==> src/rtl/imm_pkg.sv <==
// Shared types for the immediate-generation stage: format tags and base opcodes.
package imm_pkg;

    typedef enum logic [2:0] {
        FMT_NONE = 3'd0,
        FMT_R    = 3'd1,
        FMT_I    = 3'd2,
        FMT_S    = 3'd3,
        FMT_B    = 3'd4,
        FMT_U    = 3'd5,
        FMT_J    = 3'd6,
        FMT_SH   = 3'd7
    } fmt_e;

    localparam logic [6:0] OP_IMM    = 7'b0010011;
    localparam logic [6:0] OP_LOAD   = 7'b0000011;
    localparam logic [6:0] OP_JALR   = 7'b1100111;
    localparam logic [6:0] OP_STORE  = 7'b0100011;
    localparam logic [6:0] OP_BRANCH = 7'b1100011;
    localparam logic [6:0] OP_LUI    = 7'b0110111;
    localparam logic [6:0] OP_AUIPC  = 7'b0010111;
    localparam logic [6:0] OP_JAL    = 7'b1101111;
    localparam logic [6:0] OP_REG    = 7'b0110011;

    // Sign-extend a 32-bit immediate to the widest supported XLEN; callers slice.
    function automatic logic [63:0] sext32(input logic [31:0] v);
        return {{32{v[31]}}, v};
    endfunction

endpackage

==> src/rtl/imm_lane_dec.sv <==
// Combinational immediate decoder for a single instruction lane.
module imm_lane_dec
    import imm_pkg::*;
#(
    parameter int XLEN = 32
) (
    input  logic [31:0]     instr,
    input  logic            vld,
    output logic [XLEN-1:0] imm,
    output fmt_e            fmt,
    output logic            illegal
);

    logic [63:0] raw;
    fmt_e        fmt_raw;
    logic        bad;
    logic [5:0]  shamt;

    // RV32 shifts only have a 5-bit shamt; bit 25 belongs to funct7 there.
    assign shamt = (XLEN == 64) ? instr[25:20] : {1'b0, instr[24:20]};

    always_comb begin
        raw     = '0;
        fmt_raw = FMT_NONE;
        bad     = 1'b0;
        case (instr[6:0])
            OP_IMM: begin
                if (instr[13:12] == 2'b01) begin
                    fmt_raw = FMT_SH;
                    raw     = {58'd0, shamt};
                end else begin
                    fmt_raw = FMT_I;
                    raw     = sext32({{20{instr[31]}}, instr[31:20]});
                end
            end
            OP_LOAD, OP_JALR: begin
                fmt_raw = FMT_I;
                raw     = sext32({{20{instr[31]}}, instr[31:20]});
            end
            OP_STORE: begin
                fmt_raw = FMT_S;
                raw     = sext32({{20{instr[31]}}, instr[31:25], instr[11:7]});
            end
            OP_BRANCH: begin
                fmt_raw = FMT_B;
                raw     = sext32({{19{instr[31]}}, instr[31], instr[7],
                                  instr[30:25], instr[11:8], 1'b0});
            end
            OP_LUI, OP_AUIPC: begin
                fmt_raw = FMT_U;
                raw     = sext32({instr[31:12], 12'd0});
            end
            OP_JAL: begin
                fmt_raw = FMT_J;
                raw     = sext32({{11{instr[31]}}, instr[31], instr[19:12],
                                  instr[20], instr[30:21], 1'b0});
            end
            OP_REG: fmt_raw = FMT_R;
            default: bad = 1'b1;
        endcase
    end

    assign imm     = vld ? raw[XLEN-1:0] : '0;
    assign fmt     = vld ? fmt_raw : FMT_NONE;
    assign illegal = vld & bad;

endmodule

==> src/rtl/imm_gen_stage.sv <==
// Registered multi-lane immediate generator with a skid buffer so in_ready is a flop.
module imm_gen_stage
    import imm_pkg::*;
#(
    parameter int LANES = 2,
    parameter int XLEN  = 32
) (
    input  logic                  clk,
    input  logic                  reset,
    input  logic                  in_valid,
    output logic                  in_ready,
    input  logic [LANES*32-1:0]   in_instr,
    input  logic [LANES-1:0]      in_lane_vld,
    output logic                  out_valid,
    input  logic                  out_ready,
    output logic [LANES*32-1:0]   out_instr,
    output logic [LANES-1:0]      out_lane_vld,
    output logic [LANES*XLEN-1:0] out_imm,
    output logic [LANES*3-1:0]    out_fmt,
    output logic [LANES-1:0]      out_illegal
);

    if (XLEN != 32 && XLEN != 64) begin : g_bad_xlen
        $error("imm_gen_stage: XLEN must be 32 or 64");
    end

    typedef struct packed {
        logic [LANES-1:0][31:0]   instr;
        logic [LANES-1:0]         lane_vld;
        logic [LANES-1:0][XLEN-1:0] imm;
        fmt_e [LANES-1:0]         fmt;
        logic [LANES-1:0]         illegal;
    } beat_t;

    typedef enum logic [1:0] {EMPTY, FULL, SKID} state_e;

    beat_t  dec, main_q, skid_q;
    state_e state_q, state_d;
    logic   in_ready_q, out_valid_q;
    logic   in_xfer, out_xfer;
    logic   ld_main_in, ld_main_skid, ld_skid;

    assign dec.instr    = in_instr;
    assign dec.lane_vld = in_lane_vld;

    for (genvar i = 0; i < LANES; i++) begin : g_lane
        imm_lane_dec #(.XLEN(XLEN)) u_dec (
            .instr   (in_instr[i*32 +: 32]),
            .vld     (in_lane_vld[i]),
            .imm     (dec.imm[i]),
            .fmt     (dec.fmt[i]),
            .illegal (dec.illegal[i])
        );
    end

    assign in_xfer  = in_valid & in_ready_q;
    assign out_xfer = out_valid_q & out_ready;

    always_comb begin
        state_d      = state_q;
        ld_main_in   = 1'b0;
        ld_main_skid = 1'b0;
        ld_skid      = 1'b0;
        case (state_q)
            EMPTY: if (in_xfer) begin
                state_d    = FULL;
                ld_main_in = 1'b1;
            end
            FULL: begin
                if (in_xfer && out_xfer) begin
                    ld_main_in = 1'b1;
                end else if (in_xfer) begin
                    state_d = SKID;
                    ld_skid = 1'b1;
                end else if (out_xfer) begin
                    state_d = EMPTY;
                end
            end
            SKID: if (out_xfer) begin
                state_d      = FULL;
                ld_main_skid = 1'b1;
            end
            default: state_d = EMPTY;
        endcase
    end

    // Handshake outputs are registered copies of the next state, not decodes of state_q.
    always_ff @(posedge clk) begin
        if (reset) begin
            state_q     <= EMPTY;
            in_ready_q  <= 1'b1;
            out_valid_q <= 1'b0;
            main_q      <= '0;
            skid_q      <= '0;
        end else begin
            state_q     <= state_d;
            in_ready_q  <= (state_d != SKID);
            out_valid_q <= (state_d != EMPTY);
            if (ld_main_in)        main_q <= dec;
            else if (ld_main_skid) main_q <= skid_q;
            if (ld_skid)           skid_q <= dec;
        end
    end

    assign in_ready     = in_ready_q;
    assign out_valid    = out_valid_q;
    assign out_instr    = main_q.instr;
    assign out_lane_vld = main_q.lane_vld;
    assign out_imm      = main_q.imm;
    assign out_fmt      = main_q.fmt;
    assign out_illegal  = main_q.illegal;

endmodule
==> config.mk <==
export PLATFORM = sky130hd
export DESIGN_NAME = imm_gen_stage
export DESIGN_NICKNAME = d
export VERILOG_FILES = /design/src/rtl/imm_pkg.sv /design/src/rtl/imm_lane_dec.sv /design/src/rtl/imm_gen_stage.sv
export SDC_FILE = /design/constraint.sdc
export NUM_CORES = 1
export LEC_CHECK = 0
export ABC_AREA = 1
export CORE_MARGIN = 2
export CORE_UTILIZATION = 53
export DETAILED_ROUTE_END_ITERATION = 12
export MAX_ROUTING_LAYER = met4
export PLACE_DENSITY = 0.88
export SYNTH_ARGS = -nofsm -noshare
export SYNTH_HDL_FRONTEND = slang
export SYNTH_SLANG_ARGS = --single-unit
==> constraint.sdc <==
create_clock -name clk -period 2.1 [get_ports clk]
set_clock_uncertainty 0.2 [all_clocks]
set_input_delay 0.21 -clock clk [delete_from_list [all_inputs] [get_ports clk]]
set_output_delay 0.21 -clock clk [all_outputs]
set_load 0.05 [all_outputs]
==> metrics.txt <==
status=complete, no violations; CTS tree=built; fin crit period=2.06 ns; RSZ-0062 raised after global routing=no; die area=24,700 µm²; commonest cells in the synthesized netlist=dfxtp_1 (280), a21oi_1 (226), nor2_1 (199); Sw Ratio=0.310; # IOs=210; ANT nets after route=0; largest area contributor in the netlist=dfxtp_1; # clock sinks=280; antenna violations before repair=3; Worst-Margin Slew=0.720 ns; Mapped Cells=1,631; number of CTS-inserted buffers=28; area share of the largest cell type after synthesis=0.450; DP Cell Count=2,128; root buf cell=clkbuf_16; unique cell type count in the Yosys netlist=33; register area share after synthesis=0.450; Leak Pwr=7.54 nW; drc violations=0; GPL Wtd Cong=0.929; Detailed Route WL=40.9 mm; mapped cell area=12,500 µm²; Comb power frac=0.216; number of flops mapped to enable cells by yosys=0; crit path cell chain=clkdlybuf4s50_1; standard-cell rows=56; Synth Register Bits=280; Max Clk Rate=0.485 GHz; Post-Layout Cell Count=2,186; pre-CTS setup slack=-0.192 ns; Max Slew Vio Count=0; global route total overflow=0; Clk pwr share=0.368; gr usage total=0.330; Sw Pwr=4.61 mW; largest net degree at the start of global routing=140; Worst Path Max Fanout=2; synth top area cells=dfxtp_1 (45%), a21oi_1 (9.1%), o21ai_0 (6.3%); # setup viols final=0; Post-CTS Setup Repair Bufs=0; Initial Util=0.535; Reg power frac=0.416; routed via count=12,900; Worst setup EP type=output pin; worst skew pair latency=0.55 ns; fraction of registers with async set/reset=0; width of the die=157 µm; Critical Path Max Stage Delay=0.80 ns; maxcap violations=0; internal power=10.3 mW; via density per instance=5.88; Peak VDD IR=0.669 mV; HP Class=input port to register; first-pass GRT wire length=63.5 mm; DP Area=15,300 µm²; area delta synth->final=30.8%; Top FF cell, synth=dfxtp_1; Port Buf Inserts=209; core area=23,300 µm²; buffers plus inverters on the worst setup path=1; most common cell in the netlist=dfxtp_1; slowest cell on the critical path=clkdlybuf4s50_1; clock slew at reported path FFs=0.06 ns; Critical Path RT=1.69 ns; power per cell area=913 nW/µm²; fin nets=1,912; dpl hpwl=27.5 mm; Tcrit/Tclk final=0.982; CP top delay family=buffers and inverters; final worst setup slack=0.0373 ns; Rel. slew slack=0.520; Synth Area per Inst=7.64 µm²; Worst Path Arrival=1.65 ns; CTS H-tree depth=1; Final Hold Fails=0; yosys warns=0; DRT Pass-1 Iters=6; per-cell routed wire length=18.7 µm; clock buffer depth=3; layout cells sized above 1=0.121; crit path launch type=register; die height=157 µm; Synthesized Nets=1,701; vias in the first global route=12,200; detailed router's first-iteration violation count=1,439; kind of critical path=register to output pin; Final Cell Area=16,300 µm²
## per-stage QoR
step | TNS, ns | hold WS [ns] | total power, mW | util
floorplan | 0 | 0.145 | 8.29 | -
finish | 0 | 0.0736 | 14.9 | 0.700
CTS | 0 | 0.0651 | 14.9 | 0.697
global route | 0 | 0.0854 | 15.4 | 0.700
detailed placement | -12.39 | 0.257 | 9.50 | 0.658
global placement | -7.54 | 0.246 | 9.40 | 0.658
## power groups by stage
| stage | clock, mW | combinational (mW) | sequential [mW] |
|---|---|---|---|
| finish | 5.47 | 3.21 | 6.19 |
| global route | 5.71 | 3.43 | 6.22 |
| CTS | 5.51 | 3.18 | 6.17 |
| detailed placement | 0 | 3.22 | 6.28 |
| global placement | 0 | 3.14 | 6.25 |
| floorplan | 0 | 1.48 | 6.80 |
## registers in the layout, indices dropped and copies added, names as in the netlist, 2 cells and up
signal        cells
out_fmt           6
out_illegal       2
out_imm          64
skid_q          138
out_lane_vld      2
state_q           2
out_instr        64
## metal layers
metal	vias to the layer above	routed length, µm	share of wire	global-route usage
met2	674	19600	0.48	0.548
li1	5974	-	-	-
met3	158	3500	0.086	0.0523
met5	-	0	0	-
met4	0	2320	0.057	0.171
met1	6045	15500	0.38	0.388
## worst reg2reg max path, cell delays in order (launching register included)
cell and delay, ns:
dfxtp_1 0.44, inv_2 0.09, nor2_4 0.11, nand2_2 0.13
nand2_2 0.13, inv_4 0.11, buf_12 0.19, a221oi_1 0.38
nor2_1 0.09
## layout make-up
class / instances / area, µm²
Multi-Input combinational cell: 1060 / 5590
Clock inverter: 15 / 236
Sequential cell: 280 / 5610
Fill cell: 1848 / 6970
Antenna cell: 4 / 10.0
Tap cell: 319 / 399
Timing Repair Buffer: 312 / 3060
Inverter: 160 / 606
Clock buffer: 36 / 782
## cells in the final DEF (no fill, tap or decap), types with 23 or more instances in the layout
| cell | n |
|---|---|
| dfxtp_1 | 280 |
| a21oi_1 | 226 |
| nor2_1 | 199 |
| nand2_1 | 176 |
| o21ai_0 | 157 |
| inv_1 | 150 |
| nand3_1 | 124 |
| dlygate4sd2_1 | 98 |
| buf_4 | 94 |
| a22o_1 | 68 |
| clkdlybuf4s50_1 | 67 |
| a221oi_1 | 37 |
| clkbuf_16 | 29 |
| a221oi_2 | 25 |
| buf_12 | 25 |
| dlymetal6s2s_1 | 23 |
## what timing repair did
| action | CTS | global route |
|---|---|---|
| setup endpoints to repair | 98 | 23 |
| hold buffers | 3 | 0 |
| hold endpoints to repair | 17 | 0 |
| resized for setup | 98 | 23 |
## logic make-up (layout without fill, tap and decap cells)
logic type	after synthesis	after routing	share of synthesized area
other	0	4	0
xor gates and xnor gates	1	1	0.000703
and+or+nand+nor	530	530	0.181
AOI/OAI and AO/OA	529	529	0.266
DFF	280	280	0.450
buffers and inverters	291	523	0.102
## worst paths after layout
path	startpoint	to	slack, ns	cells past startpoint
min reg2reg	skid_q[72]	skid_q[72]	0.27	2
max	out_imm[59]	out_imm[59]	0.04	1
min	in_instr[42]	skid_q[116]	0.07	3
max reg2reg	state_q[1]	out_instr[43]	0.08	8
(Power assumes the default switching activity.)
